File: config.mk
export PLATFORM = sky130hd
export DESIGN_NAME = spell_stack
export DESIGN_NICKNAME = d
export VERILOG_FILES = /design/src/rtl/spell_stack.sv
export SDC_FILE = /design/constraint.sdc
export NUM_CORES = 1
export LEC_CHECK = 0
export CORE_MARGIN = 5
export CORE_UTILIZATION = 45
export CTS_BUF_LIST = sky130_fd_sc_hd__clkbuf_8
export CTS_CLUSTER_DIAMETER = 30
export DETAILED_ROUTE_END_ITERATION = 6
export GPL_TIMING_DRIVEN = 1
export PLACE_DENSITY_LB_ADDON = 0.15
export SYNTH_ARGS = -nofsm -noshare
export SYNTH_HDL_FRONTEND = slang
export SYNTH_SLANG_ARGS = --single-unit
File: constraint.sdc
create_clock -name clock -period 11.3 [get_ports clock]
set_clock_uncertainty 0.1 [all_clocks]
set_input_delay 3.39 -clock clock [delete_from_list [all_inputs] [get_ports clock]]
set_output_delay 3.39 -clock clock [all_outputs]
set_load 0.01 [all_outputs]
File: src/rtl/spell_stack.sv
`default_nettype none
`timescale 1ns/1ps
// ============================================================================
// Module      : spell_stack
// Description : Parametrised data stack with a combined pop/push op per
//               cycle, overflow/underflow flags and a host debug port.
//               Optional peak-occupancy tracking enabled by the
//               SPELL_STACK_HWM_EN macro.
// Revision    : 1.0 - initial release
// ============================================================================
module spell_stack #(
    parameter int WIDTH  = 8,
    parameter int DEPTH  = 32,
    parameter int WRAP   = 1,
    localparam int PW    = $clog2(DEPTH)
) (
    input  logic             clock,
    input  logic             reset,
    input  logic             i_op_valid,
    output logic             o_op_ready,
    input  logic [1:0]       i_pop,
    input  logic [1:0]       i_push,
    input  logic [WIDTH-1:0] i_set_top,
    input  logic [WIDTH-1:0] i_set_below,
    output logic [WIDTH-1:0] o_top,
    output logic [WIDTH-1:0] o_below,
    output logic [PW:0]      o_sp,
    input  logic             i_dbg_write,
    input  logic [1:0]       i_dbg_addr,
    input  logic [WIDTH-1:0] i_dbg_data,
    output logic             o_overflow,
    output logic             o_underflow,
    output logic             o_irq,
    output logic [PW:0]      o_max_depth
);

    localparam logic signed [PW+1:0] c_depth_s = (PW+2)'(DEPTH);
    localparam logic [PW:0]          c_depth_u = (PW+1)'(DEPTH);
    localparam logic [1:0]           c_addr_sp    = 2'd0;
    localparam logic [1:0]           c_addr_poke  = 2'd1;
    localparam logic [1:0]           c_addr_push  = 2'd2;
    localparam logic [1:0]           c_addr_clear = 2'd3;

    logic [WIDTH-1:0] r_mem [DEPTH];
    logic [PW:0]      r_sp;
    logic             r_ovf;
    logic             r_unf;

    logic             w_op_fire;
    logic             w_dbg_push;
    logic             w_exec;
    logic [1:0]       w_pop_eff;
    logic [1:0]       w_push_eff;
    logic [WIDTH-1:0] w_top_val;
    logic signed [PW+1:0] w_sp_calc;
    logic             w_under;
    logic             w_over;
    logic             w_commit;
    logic [PW:0]      w_sp_new;
    logic [PW-1:0]    w_idx_new_top;
    logic [PW-1:0]    w_idx_new_below;
    logic [PW-1:0]    w_idx_rd_top;
    logic [PW-1:0]    w_idx_rd_below;
    logic [PW:0]      w_dbg_trunc;
    logic [PW:0]      w_dbg_sp;
    logic [PW:0]      w_sp_next;
    logic             w_ovf_next;
    logic             w_unf_next;
    logic             w_clr;
    logic             w_we_top;
    logic [PW-1:0]    w_wr_top_idx;
    logic [WIDTH-1:0] w_wr_top_data;
    logic             w_we_below;

    assign o_op_ready = ~i_dbg_write;

    // A debug push reuses the op datapath as push=1, pop=0.
    assign w_op_fire  = i_op_valid & ~i_dbg_write;
    assign w_dbg_push = i_dbg_write & (i_dbg_addr == c_addr_push);
    assign w_exec     = w_op_fire | w_dbg_push;
    assign w_pop_eff  = w_dbg_push ? 2'd0 : ((i_pop  == 2'd3) ? 2'd2 : i_pop);
    assign w_push_eff = w_dbg_push ? 2'd1 : ((i_push == 2'd3) ? 2'd2 : i_push);
    assign w_top_val  = w_dbg_push ? i_dbg_data : i_set_top;

    assign w_sp_calc = $signed({1'b0, r_sp})
                     - $signed({{PW{1'b0}}, w_pop_eff})
                     + $signed({{PW{1'b0}}, w_push_eff});
    assign w_under   = ({{(PW-1){1'b0}}, w_pop_eff} > r_sp);
    assign w_over    = (w_sp_calc > c_depth_s);
    assign w_commit  = w_exec & ((WRAP != 0) | ~(w_under | w_over));
    assign w_sp_new  = (WRAP != 0) ? {1'b0, w_sp_calc[PW-1:0]} : w_sp_calc[PW:0];

    assign w_idx_new_top   = w_sp_new[PW-1:0] - PW'(1);
    assign w_idx_new_below = w_sp_new[PW-1:0] - PW'(2);
    assign w_idx_rd_top    = r_sp[PW-1:0] - PW'(1);
    assign w_idx_rd_below  = r_sp[PW-1:0] - PW'(2);

    generate
        if (WIDTH >= PW + 1) begin : g_dbg_trunc
            assign w_dbg_trunc = i_dbg_data[PW:0];
        end else begin : g_dbg_extend
            assign w_dbg_trunc = {{(PW+1-WIDTH){1'b0}}, i_dbg_data};
        end
    endgenerate

    // Host SP writes wrap to PW bits, or saturate at DEPTH when not wrapping.
    assign w_dbg_sp = (WRAP != 0) ? {1'b0, w_dbg_trunc[PW-1:0]}
                    : ((w_dbg_trunc > c_depth_u) ? c_depth_u : w_dbg_trunc);

    always_comb begin
        w_sp_next  = r_sp;
        w_ovf_next = r_ovf;
        w_unf_next = r_unf;
        w_clr      = 1'b0;
        if (i_dbg_write) begin
            case (i_dbg_addr)
                c_addr_sp: w_sp_next = w_dbg_sp;
                c_addr_clear: begin
                    w_ovf_next = 1'b0;
                    w_unf_next = 1'b0;
                    w_clr      = 1'b1;
                end
                default: ;
            endcase
        end
        if (w_exec) begin
            if (w_under) w_unf_next = 1'b1;
            if (w_over)  w_ovf_next = 1'b1;
            if (w_commit) w_sp_next = w_sp_new;
        end
    end

    // Host poke and op/debug-push writes are mutually exclusive in a cycle.
    assign w_we_top      = (w_commit & (w_push_eff != 2'd0))
                         | (i_dbg_write & (i_dbg_addr == c_addr_poke));
    assign w_wr_top_idx  = w_commit ? w_idx_new_top : w_idx_rd_top;
    assign w_wr_top_data = w_commit ? w_top_val : i_dbg_data;
    assign w_we_below    = w_commit & (w_push_eff == 2'd2);

    always_ff @(posedge clock or posedge reset) begin
        if (reset) begin
            r_sp  <= '0;
            r_ovf <= 1'b0;
            r_unf <= 1'b0;
            for (int i = 0; i < DEPTH; i++) begin
                r_mem[i] <= '0;
            end
        end else begin
            r_sp  <= w_sp_next;
            r_ovf <= w_ovf_next;
            r_unf <= w_unf_next;
            if (w_we_top) begin
                r_mem[w_wr_top_idx] <= w_wr_top_data;
            end
            if (w_we_below) begin
                r_mem[w_idx_new_below] <= i_set_below;
            end
        end
    end

    assign o_top       = r_mem[w_idx_rd_top];
    assign o_below     = r_mem[w_idx_rd_below];
    assign o_sp        = r_sp;
    assign o_overflow  = r_ovf;
    assign o_underflow = r_unf;
    assign o_irq       = r_ovf | r_unf;

`ifdef SPELL_STACK_HWM_EN
    logic [PW:0] r_max_depth;

    always_ff @(posedge clock or posedge reset) begin
        if (reset) begin
            r_max_depth <= '0;
        end else if (w_clr) begin
            r_max_depth <= '0;
        end else if (w_sp_next > r_max_depth) begin
            r_max_depth <= w_sp_next;
        end
    end

    assign o_max_depth = r_max_depth;
`else
    logic w_unused_clr;
    assign w_unused_clr = w_clr;
    assign o_max_depth  = '0;
`endif

endmodule
`default_nettype wire

==> impl_results.md <==
- Post-route setup slack: 3.075 ns
- Crit path cell chain: inv_1, ha_4, buf_4, mux4_2, mux4_2, nand2_1, nand2_1, clkdlybuf4s50_1
- DR pass1 iterations: 6
- Die Wd: 212.0 microns
- CP max FO: 38
- Switching Fraction: 0.4208
- Seq/Total Area, Yosys: 0.3585
- PwrDens: 301.4 mW/mm^2
- Final Max Slew Viols: 0
- Cell area after synthesis: 0.01836 sq mm
- CP max-delay cell: dfrtp_4
- Crit-path max cell delay: 0.78 ns
- Post-layout util: 0.5201
- Min cycle time layout: 8.225 ns
- Port Buffers: 58
- Part of the power in the clock network: 0.218
- Number of max-cap violations: 0
- Total grt overflow: 0
- Async SR Flop Fraction: 1.000
- Reg2Reg Setup Slack: 6.22 ns
- Top delay family on crit path: buffers and inverters
- Nets@finish: 1744
- Initial antenna violation count: 2
- Die Y-Extent: 212.0 microns
- Starting DRT DRC Count: 1444
- Vias in the first global route: 14.49k
- Psw: 2.675 mW
- Peak VDD IR: 0.0001417 V
- WHS: 0.4379 ns
- Clock Tree Root: clkbuf_8
- Worst hold stages: 1
- Final wirelength: 61.67 mm
- CTS buffer count: 75
- RR Endpoint: r_mem[54]
- Die ar.: 0.04493 sq mm
- # clock sinks: 263
- Synth warn: 0
- Hold worst-path end: o_overflow
- Leak: 9.431 nW
- GPL Wtd Cong: 0.9212
- Post-synth cell types: 74
- Worst setup SP type: register
- Clk_lat worst skew: 0.61 ns
- Reg2reg path depth: 11
- # rows: 74
- N_diodes: 0
- IO Pins: 66
- Status: complete, no violations
- Combinational fraction of design power: 0.512
- Clock buffer depth: 3
- Number of remaining DRC errors: 0
- Setup Total Neg Slack: 0 ns
- First-pass GRT wire length: 92.88 mm
- Largest net degree at the start of global routing: 135
- Fin. Hold Viols: 0
- Layout cells sized above 1: 0.2415
- Post-cts resize count: 0
- Worst-Margin Slew: 1.165 ns
- Post-CTS setup buffer count: 0
- Final worst-path cycle share: 0.7279
- Vias: 14.63k
- Post-synthesis register bit count: 263
- Dpl hpwl: 42.37 mm
- RSZ-0062 raised after global routing: false
- Final setup fails: 0
- Min-delay src: o_overflow
- Worst slack after detailed placement: 2.571 ns
- EDFF count, synth: 0
- Most common flop cell mapped by yosys: dfrtp_1
- Cells after Synth: 1634
- Seq pwr share: 0.270
- Clk slew on worst S/H paths: 0.05 ns
- Avg WL per Cell: 27.11 microns
- Max-slew headroom: 0.2194
- Hold Path Class: register to register
- GRT Resource Usage Total: 0.2749
- Post-CTS Hold Fix Bufs: 0
- Fmax: 121.6 MHz
- Vias per cell: 6.431
- Crit path required time: 7.81 ns
- CTS tree: built
- Initial Util: 0.4526
- Pint: 3.681 mW
- Type of the worst setup path: register to primary output
- Syn_area_per_cell: 11.23 sq um
- H-tree level count: 3
- Syn-to-layout area delta: 14.91%
- Routed Antenna Nets: 0
- Critical Path AT: 4.73 ns
- Setup crit end kind: primary output
- Core Region: 0.04055 sq mm
- CP bufs+invs: 3
- Worst reg2reg path startpoint: o_sp[1]
==> cell families (layout without fill, tap and decap cells) <==
logic type	after synthesis	count (layout)	share of synthesized area
adder cells (fa/ha/maj)	24	24	0.01718
buffers and inverters	177	280	0.04485
AO/OA/AOI/OAI	368	368	0.1373
XOR/XNOR	14	14	0.008656
flip-flops	263	263	0.3585
AND/OR/NAND/NOR	378	378	0.1003
multiplexers	409	409	0.3329
other	1	7	0.0002043
==> sequential cells by signal, indices dropped and copies added, names as in the netlist <==
signal       cells
o_sp             5
o_overflow       1
o_underflow      1
r_mem          256
==> cell usage in the layout (no fill, tap or decap), types with 3 or more instances in the layout <==
master           netlist  final
ha_1                  22     21
nand2b_1               7      7
a211oi_4               4      4
clkbuf_8               0     89
mux4_2               160    160
clkinv_2               0     17
mux2i_1              240    240
o211ai_4              12     12
conb_1                 1      7
o21ai_2                8      8
nor4b_4                4      4
clkdlybuf4s50_1        0     58
buf_4                 13     55
xnor2_1                6      3
a22oi_1               14     14
nor4_4                12     12
nand2_1              264    264
o22ai_2                1      5
bufinv_16              0      6
dfrtp_1              263    261
nand3b_1               4      4
nor2b_1                3      3
inv_1                 31     41
a32o_1                 5      5
xor2_1                 4      3
o21ai_1               51     51
nor3_1                 5      5
xnor2_2                1      4
clkinvlp_4             0      7
o21ai_0               93     93
a21oi_1               11     11
nand3_1               22     22
mux2_2                 8      8
nor2_1                40     40
o22ai_1              144    140
==> routing by layer <==
layer  wire length, microns  GRT usage  vias to the layer above  share of wire
li1                       -          -                     6347              -
met1                  25930     0.3876                     7423           0.42
met2                  28290     0.4188                      732           0.46
met3                   5828    0.07953                      129          0.094
met4                   1622    0.07841                        0          0.026
met5                      0          0                        -              0
==> worst register-to-register path, stage by stage (launching register included) <==
cell and delay (ns):
dfrtp_4 0.61, inv_1 0.24, fa_1 0.57, fa_1 0.45
xor2_2 0.45, ha_1 0.40, nand2_1 0.12, xnor3_1 0.53
o32a_1 0.44, a211oi_4 0.70, mux2i_1 0.31, o21ai_2 0.06
==> power by group through the flow <==
stage / registers [mW] / logic [mW] / clock network, mW
3_5_place_dp: 1.71 / 3.20 / 0
3_3_place_gp: 1.69 / 3.15 / 0
5_1_grt: 1.77 / 3.46 / 1.46
6_report: 1.72 / 3.25 / 1.39
2_1_floorplan: 1.59 / 2.34 / 0
4_1_cts: 1.70 / 3.21 / 1.41
==> area by class of cell <==
class	instances	area (sq um)
Multi-Input combinational cell	1200	11060
Fill cell	3595	19460
Sequential cell	263	6589
Inverter	31	123.9
Clock inverter	45	394.1
Tap cell	532	665.6
Clock buffer	89	1225
Timing Repair Buffer	115	1033
==> cell usage after synthesis (3+ instances only) <==
library cell   instances  share of area
a22oi_1               14         0.0057
a21oi_1               11         0.0030
dfrtp_1              263           0.36
nor4_4                12          0.014
o211ai_4              12          0.014
o21ai_0               93          0.025
nand3_1               22         0.0060
nand2b_1               7         0.0024
o21ai_1               51          0.014
buf_1                 29         0.0059
mux2_2                 8         0.0049
ha_1                  22          0.015
dlygate4sd1_1          6         0.0029
xnor2_1                6         0.0029
clkbuf_1              59          0.012
nor2b_1                3         0.0010
a32o_1                 5         0.0027
mux2i_1              240           0.13
xor2_1                 4         0.0019
buf_4                 13         0.0053
buf_2                 36         0.0098
o21ai_2                8         0.0038
inv_1                 31         0.0063
mux4_2               160           0.20
o22ai_1              144          0.049
nand2_1              264          0.054
and3_1                 3         0.0010
nor2_1                40         0.0082
nor3_1                 5         0.0014
a211oi_4               4         0.0044
nor4b_4                4         0.0052
nand3b_1               4         0.0016
==> worst max-delay path by stage <==
| stage | startpoint | cells after the start | endpoint | slack, ns |
|---|---|---|---|---|
| floorplan | reset | 1 | o_overflow | 0.57 |
| global placement | i_dbg_write | 16 | r_mem[22] | 2.78 |
| detailed placement | i_dbg_write | 17 | r_mem[55] | 2.57 |
| CTS | o_sp[0] | 8 | o_top[0] | 3.04 |
| global route | i_dbg_write | 17 | r_mem[18] | 2.85 |
| finish | o_sp[0] | 8 | o_top[3] | 3.08 |
==> metrics by stage <==
step	instances	area [sq um]	total power, mW
2_1_floorplan	1640	18380	3.936
3_3_place_gp	2141	19470	4.846
3_5_place_dp	2141	19470	4.916
4_1_cts	2275	21090	6.326
5_1_grt	2275	21090	6.687
6_report	2275	21090	6.357
Power figures use the tool's default switching activity.
